$ cat src/rtl/uart_pkg.sv
// Shared UART definitions: frame state encoding, bit-timing helpers and the parity function.
package uart_pkg;

    localparam int unsigned DATA_BITS = 8;

    typedef enum logic [2:0] {
        ST_IDLE   = 3'd0,
        ST_START  = 3'd1,
        ST_DATA   = 3'd2,
        ST_PARITY = 3'd3,
        ST_STOP   = 3'd4,
        ST_BREAK  = 3'd5
    } uart_state_e;

    function automatic int unsigned cycles_per_bit(input int unsigned clk_hz, input int unsigned baud);
        return clk_hz / baud;
    endfunction

    function automatic int unsigned half_bit(input int unsigned clk_hz, input int unsigned baud);
        return cycles_per_bit(clk_hz, baud) / 2;
    endfunction

    // even = 1 gives the bit that makes the total count of ones even
    function automatic logic parity_bit(input logic [DATA_BITS-1:0] data, input logic even);
        return even ? ^data : ~^data;
    endfunction

endpackage

$ cat src/rtl/uart_sync.sv
// N-flop synchroniser for asynchronous inputs; all stages reset to 1 (idle-high lines).
module uart_sync #(
    parameter int unsigned p_stages = 2
) (
    input  logic clk_i,
    input  logic rst_n_i,
    input  logic d,
    output logic q
);

    logic [p_stages-1:0] sync_ff;

    always_ff @(posedge clk_i or negedge rst_n_i) begin
        if (!rst_n_i) begin
            sync_ff <= '1;
        end else begin
            sync_ff <= {sync_ff[p_stages-2:0], d};
        end
    end

    assign q = sync_ff[p_stages-1];

endmodule

$ cat src/rtl/uart_rx.sv
// UART receiver: 8 data bits LSB-first, optional parity, 1 or 2 stop bits, mid-bit sampling.
module uart_rx
    import uart_pkg::*;
#(
    parameter int unsigned p_clk_speed_hz = 50_000_000,
    parameter int unsigned p_baud_rate    = 9_600
) (
    input  logic                 clk_i,
    input  logic                 rst_n_i,
    input  logic                 rx_i,
    input  logic                 enable_i,
    input  logic                 parity_en_i,
    input  logic                 parity_sel_i,
    input  logic                 stop_sel_i,
    output logic [DATA_BITS-1:0] data_o,
    output logic                 data_valid_o,
    output logic                 parity_err_o,
    output logic                 frame_err_o,
    output logic                 busy_o
);

    localparam int unsigned CYC_PER_BIT = cycles_per_bit(p_clk_speed_hz, p_baud_rate);
    localparam int unsigned HALF_BIT    = half_bit(p_clk_speed_hz, p_baud_rate);
    localparam int unsigned CNT_W       = $clog2(CYC_PER_BIT) + 1;
    localparam int unsigned BIT_CNT_W   = 3;

    localparam logic [CNT_W-1:0]     CNT_BIT_LAST  = CNT_W'(CYC_PER_BIT - 1);
    localparam logic [CNT_W-1:0]     CNT_HALF_LAST = CNT_W'(HALF_BIT - 1);
    localparam logic [BIT_CNT_W-1:0] BIT_LAST      = BIT_CNT_W'(DATA_BITS - 1);

    uart_state_e            state;
    logic [CNT_W-1:0]       cyc_cnt;
    logic [BIT_CNT_W-1:0]   bit_cnt;
    logic [DATA_BITS-1:0]   shift;
    logic                   par_err_acc;
    logic                   frm_err_acc;
    logic                   deliver;
    logic                   rx_s;

    uart_sync #(
        .p_stages (2)
    ) u_rx_sync (
        .clk_i   (clk_i),
        .rst_n_i (rst_n_i),
        .d       (rx_i),
        .q       (rx_s)
    );

    assign busy_o = (state != ST_IDLE);

    // Frame sequencer; every sample after the start check lands mid-bit
    always_ff @(posedge clk_i or negedge rst_n_i) begin
        if (!rst_n_i) begin
            state        <= ST_IDLE;
            cyc_cnt      <= '0;
            bit_cnt      <= '0;
            shift        <= '0;
            par_err_acc  <= 1'b0;
            frm_err_acc  <= 1'b0;
            deliver      <= 1'b0;
            data_o       <= '0;
            data_valid_o <= 1'b0;
            parity_err_o <= 1'b0;
            frame_err_o  <= 1'b0;
        end else begin
            data_valid_o <= 1'b0;
            case (state)
                ST_IDLE: begin
                    if (enable_i && !rx_s) begin
                        state   <= ST_START;
                        cyc_cnt <= '0;
                    end
                end
                ST_START: begin
                    if (cyc_cnt == CNT_HALF_LAST) begin
                        cyc_cnt     <= '0;
                        bit_cnt     <= '0;
                        par_err_acc <= 1'b0;
                        frm_err_acc <= 1'b0;
                        state       <= rx_s ? ST_IDLE : ST_DATA;
                    end else begin
                        cyc_cnt <= cyc_cnt + CNT_W'(1);
                    end
                end
                ST_DATA: begin
                    if (cyc_cnt == CNT_BIT_LAST) begin
                        cyc_cnt        <= '0;
                        shift[bit_cnt] <= rx_s;
                        if (bit_cnt == BIT_LAST) begin
                            bit_cnt <= '0;
                            state   <= parity_en_i ? ST_PARITY : ST_STOP;
                        end else begin
                            bit_cnt <= bit_cnt + BIT_CNT_W'(1);
                        end
                    end else begin
                        cyc_cnt <= cyc_cnt + CNT_W'(1);
                    end
                end
                ST_PARITY: begin
                    if (cyc_cnt == CNT_BIT_LAST) begin
                        cyc_cnt     <= '0;
                        par_err_acc <= (rx_s != parity_bit(shift, parity_sel_i));
                        state       <= ST_STOP;
                    end else begin
                        cyc_cnt <= cyc_cnt + CNT_W'(1);
                    end
                end
                ST_STOP: begin
                    // deliver holds the frame one cycle after the final stop sample
                    if (deliver) begin
                        deliver      <= 1'b0;
                        bit_cnt      <= '0;
                        data_o       <= shift;
                        parity_err_o <= par_err_acc;
                        frame_err_o  <= frm_err_acc;
                        data_valid_o <= 1'b1;
                        state        <= frm_err_acc ? ST_BREAK : ST_IDLE;
                    end else if (cyc_cnt == CNT_BIT_LAST) begin
                        cyc_cnt <= '0;
                        if (!rx_s) begin
                            frm_err_acc <= 1'b1;
                        end
                        if (stop_sel_i && (bit_cnt == '0)) begin
                            bit_cnt <= BIT_CNT_W'(1);
                        end else begin
                            deliver <= 1'b1;
                        end
                    end else begin
                        cyc_cnt <= cyc_cnt + CNT_W'(1);
                    end
                end
                ST_BREAK: begin
                    if (rx_s) begin
                        state <= ST_IDLE;
                    end
                end
                default: begin
                    state <= ST_IDLE;
                end
            endcase
        end
    end

endmodule
$ cat config.mk
export PLATFORM = sky130hd
export DESIGN_NAME = uart_rx
export DESIGN_NICKNAME = d
export VERILOG_FILES = /design/src/rtl/uart_pkg.sv /design/src/rtl/uart_sync.sv /design/src/rtl/uart_rx.sv
export SDC_FILE = /design/constraint.sdc
export NUM_CORES = 1
export LEC_CHECK = 0
export CELL_PAD_IN_SITES_DETAIL_PLACEMENT = 0
export CELL_PAD_IN_SITES_GLOBAL_PLACEMENT = 1
export CORE_MARGIN = 1.5
export CORE_UTILIZATION = 41
export DETAILED_ROUTE_END_ITERATION = 8
export HOLD_SLACK_MARGIN = 0.08
export PLACE_DENSITY_LB_ADDON = 0.2
export SLEW_MARGIN = 20
export SYNTH_ARGS = -nofsm -noshare
export SYNTH_HDL_FRONTEND = slang
export SYNTH_SLANG_ARGS = --single-unit
$ cat constraint.sdc
create_clock -name clk_i -period 1.9 [get_ports clk_i]
set_clock_uncertainty 0.1 [all_clocks]
set_input_delay 0.38 -clock clk_i [delete_from_list [all_inputs] [get_ports clk_i]]
set_output_delay 0.38 -clock clk_i [all_outputs]
set_load 0.1 [all_outputs]
* After elaboration in Yosys (flattened, before gate mapping) *
Index checks and enable logic that the tools add are counted.

storage, ports and cells
  flip-flop bits (word level) = 44
  input bits = 7
  output and inout bits = 12
  word-level logic and storage cells = 97

operators by class
  $add $sub $neg = 2
  magnitude comparators = 2
  eq/ne operators = 21
  mux-type cells = 39
  reduce and logical (&&, ||, !) cells = 21

operator list
  cell                     number
  $mux W14                 4
  $pmux W14 S4             1
  $mux W3                  15
  $ne A2 B2 Y1 const B     9
  $pmux W3 S6              1
  $add A14 B1 Y14 const B  1
  $eq A14 B12 Y1 const B   1
  $eq A14 B13 Y1 const B   1
  $mux W1                  12
  $reduce_and A5 Y1        2
  $eq A3 B3 Y1 const B     3
  $pmux W3 S3              1
  $bwmux W8                1
  $reduce_xnor A8 Y1       1
  $reduce_xor A8 Y1        1
  $reduce_and A7 Y1        1
  $eq A3 B2 Y1 const B     2
  $logic_not A3 Y1         2
  $ne A3 B3 Y1 const B     2
  $reduce_and A3 Y1        2
  $reduce_bool A3 Y1       2
  $lt A3 B4 Y1 const B     1
  $pmux W1 S2              2
  $reduce_and A2 Y1        2
  12 further kinds         15

* Depth between registers and ports, before layout *
  depth after elaboration = 6
  depth in mapped cells = 7
  mapped depth without buffers = 7

* By module *
A second synthesis with hierarchy kept.

unflattened totals
  cells, all modules = 235
  area total of the unflattened synthesis = 2419.8 sq um

by module, submodules not included
  module     times used  cells each  area an instance (sq um)  seq. area each (sq um)
  uart_rx    1           233         2367.3                    1051.0
  uart_sync  1           2           52.6                      52.6

* Least setup slack after synthesis *
Ideal clock, no wire load.

  kind = reg-to-output
  start point = reg state[1]
  end point = out busy_o
  arrival time = 1472 ps
  required time = 1420 ps
  setup slack = -52 ps
  cell stages (with the launch flop) = 3
  path buffers = 1
  cell sequence = dfrtp_1 -> clkbuf_1 -> or3_1

between the ends
  cells in the longest elaborated chain, start to end = 1

RTL lines
  item                      RTL line        text
  start: declaration        uart_rx.sv:31   uart_state_e state;
  start signal: assignment  uart_rx.sv:80   state <= rx_s ? ST_IDLE : ST_DATA;
  start signal: assignment  uart_rx.sv:91   state <= parity_en_i ? ST_PARITY : ST_STOP;
  start signal: assignment  uart_rx.sv:117  state <= frm_err_acc ? ST_BREAK : ST_IDLE;
  $reduce_bool A3 Y1        uart_rx.sv:49   assign busy_o = (state != ST_IDLE);
  end: declaration          uart_rx.sv:19   output logic busy_o

No other way between the ends.

* Worst setup path after layout *
  start point = reg cyc_cnt[1]
  end point = reg shift[6]

between the ends
  cells in the longest elaborated chain, start to end = 2

RTL lines
  item                            RTL line        text
  start: declaration              uart_rx.sv:32   logic [CNT_W-1:0] cyc_cnt;
  start signal: assignment        uart_rx.sv:82   cyc_cnt <= cyc_cnt + CNT_W'(1);
  start signal: assignment        uart_rx.sv:96   cyc_cnt <= cyc_cnt + CNT_W'(1);
  start signal: assignment        uart_rx.sv:105  cyc_cnt <= cyc_cnt + CNT_W'(1);
  $eq A14 B13 Y1                  uart_rx.sv:86   if (cyc_cnt == CNT_BIT_LAST) begin
  $reduce_and A2 Y1 (no line)     n/a
  end signal: indexed assignment  uart_rx.sv:88   shift[bit_cnt] <= rx_s;
  end: declaration                uart_rx.sv:34   logic [DATA_BITS-1:0] shift;

No other way between the ends.
A chain may end at the register's enable or synchronous reset.

==> impl_results.md <==
- Initial DRC Count: roughly 120
- Die area: approximately 6400 um2
- Synth area leaders: dfrtp_1 (43%), mux2_2 (8.3%), nand2_1 (4.3%)
- Slew headroom: 0.690
- Synth cell types: 52
- Post-layout util: 0.611
- Share of the synthesized area in the top cell type: 0.429
- Internal Power: 1.39 mW
- LEAKAGE: roughly 1.5 nW
- Commonest non-fill, non-tap cell in the layout: buf_4
- Switching pwr: 0.375 mW
- Antenna Nets Post-Route: 0
- Drt first pass iters: 4
- #FFs+latches synth: 44
- Switching portion of total power: 0.212
- Initial antenna violation count: 0
- Final setup margin: -0.0391 ns
- Unrepaired setup endpoints after global routing: true
- Clock power frac: 0.438
- Top Ports: 19
- # port buffers: 18
- Core Region: around 5600 um2
- Dpl cell area: around 3200 um2
- Num Clock Sinks: 44
- Sequential area share after synthesis: 0.450
- Slew Viols, Final: 0
- Ys async rst share: 1.00
- Synth Warn #: 0
- Die Y: between 80 and 90 um
- Worst Max-Slew Pin Slew: about 0.46 ns
- Setup-failing EPs final: 6
- Worst-path maximum fanout: 4
- Synth Instances: between 200 and 250
- GP Congestion: 0.804
- Initial core utilization: 0.434
- Flop2flop setup slack: -0.04 ns
- Leading area contributor after synthesis: dfrtp_1
- Primary FF master, synth: dfrtp_1
- Via count: approximately 2000
- Area Overhead vs Synth: 40.8%
- Worst Path Required: between 2 and 2.5 ns
- TritonCTS clock tree: yes
- Failing checks: negative setup slack
- CP Capture Type: register
- Global-route wire length before repair: between 9000 and 10000 um
- Number of global-route vias before repair: about 1900
- Share of layout cells above drive strength 1: 0.401
- Sequential share of power: 0.532
- Inserted Diodes: 0
- Via/cell ratio: 5.38
- Synth Net Count: approximately 250
- Combinational share of power: 0.030
- Clk slew on worst S/H paths: about 0.090 ns
- Site Rows: 27
- Syn Std Cell Area: 2450 um2
- Design area: ~3400 um2
- Hold Path Class: register to register
- H-tree depth: 2
- Dpl hpwl: approximately 4000 um
- Post-Syn Area per Cell: approximately 10 um2
- Total power: between 1.5 and 2 mW
- Commonest non-fill, non-tap cells in the layout: buf_4 (46), dfrtp_1 (40), nand2_1 (27)
- Final setup TNS: -0.120 ns
- Maximum VDD drop: 0.400 mV
- CTS Buf Count: 5
- EDFF count, synth: 0
- Final count of hold timing violations: 0
- PwrDens: 513 nW/um2
- Clk Latency, worst-skew pair: slightly above 0.3 ns
- Post-Route WL: 5790 um
- Total grt overflow: 0
- Largest net degree at the start of global routing: 28
- Tcrit/Tclk final: 1.02
- WS Path Type: register to register
- Post-route DRC: 0
- Crit path DAT: around 2 ns
- Maxcap violations: 0
- CP startpoint kind: register
- Wire per inst: around 15 um
- Final min period: about 1.9 ns
- Outcome: complete, but fails checks
- Max Clk Rate: just over 500 MHz
- Die width: approximately 80 um
- Root Buffer: clkbuf_8
- Final nets: between 300 and 400
- CTS max path bufs: 2
- GRT Util Overall: 0.192
[metal layers]
metal | global-route usage | share of wire | wire, um | vias up
met5 | 0 | 0 | 0 | -
met4 | 0.0569 | 0.017 | 98 | 0
met3 | 0.0443 | 0.041 | 240 | 8
met2 | 0.258 | 0.42 | 2430 | 40
met1 | 0.301 | 0.52 | 3020 | 983
li1 | - | - | - | 992
[area by class of cell]
cell class	instances	area (um2)
Fill cell	505	2190
Multi-Input combinational cell	170	1360
Sequential cell	44	1110
Timing Repair Buffer	70	728
Tap cell	72	90.1
Clock buffer	6	82.6
Inverter	12	45.0
Clock inverter	2	38.8
[power groups by stage]
stage / registers [mW] / logic (mW) / clock network, mW
2_1_floorplan: 0.960 / 0.0124 / 0
3_3_place_gp: 0.959 / 0.0537 / 0
4_1_cts: 0.941 / 0.0552 / 0.792
3_5_place_dp: 0.959 / 0.0536 / 0
5_1_grt: 0.941 / 0.0602 / 0.849
6_report: 0.941 / 0.0535 / 0.774
[state kept, by name, summed over array words and instances (netlist names)]
register and count:
data_valid_o 1, shift 8, frm_err_acc 1, state 3, parity_err_o 1, bit_cnt 3, frame_err_o 1, deliver 1
data_o 8, cyc_cnt 14, u_rx_sync.sync_ff 2, par_err_acc 1
[synth_stat cells, types with 3 or more instances]
cell / count
o22ai_1: 7
nand4_1: 4
buf_2: 4
and3_1: 3
nand3_1: 14
o21ai_0: 6
clkbuf_1: 5
nand2b_1: 5
dfrtp_1: 42
a21oi_1: 10
mux2_1: 3
mux2_2: 18
inv_1: 12
nor2b_1: 8
nor2_1: 7
nand2_1: 28
nor3_2: 3
xnor2_1: 9
ha_1: 4
[final timing paths]
kind                                      start                    to  cells past startpoint
max                                  cyc_cnt[1]              shift[6]                      6
min                        u_rx_sync.sync_ff[0]  u_rx_sync.sync_ff[1]                      0
max reg2reg                          cyc_cnt[1]              shift[6]                      6
min reg2reg                u_rx_sync.sync_ff[0]  u_rx_sync.sync_ff[1]                      0
max in group asynchronous               rst_n_i  u_rx_sync.sync_ff[0]                      3
min in group asynchronous               rst_n_i               deliver                      2
[metrics by stage]
step	worst slack, ns	std cells	hold WS (ns)
2_1_floorplan	0.00538	235	-0.0156
3_3_place_gp	-0.101	361	0.251
3_5_place_dp	-0.130	361	0.251
4_1_cts	-0.00837	371	0.264
5_1_grt	-0.131	376	0.268
6_report	-0.0391	376	0.264
[worst max-delay path, cell delays in order (launching register included)]
cell and delay (ns):
dfrtp_1 0.37, ha_2 0.20, and2_4 0.16, nand4_1 0.22
nor3_2 0.29, and3_1 0.21, mux2_4 0.29
[repair_timing]
| item | in CTS | in global routing |
|---|---|---|
| endpoints found under the setup margin | 7 | 24 |
| resized for setup | 5 | 22 |
| pin swaps | 2 | 7 |
| hold endpoints to repair | 16 | 0 |
| buffers inserted | 1 | 3 |
| hold buffers | 1 | 0 |
| gates cloned | 0 | 2 |
[cells by family after synthesis]
family          synth area share
simple gates               0.209
flops                      0.450
compound gates             0.144
mux                        0.105
buf+inv                   0.0388
xor+xnor                  0.0322
fa+ha+maj                 0.0204
Power figures use the tool's default switching activity.
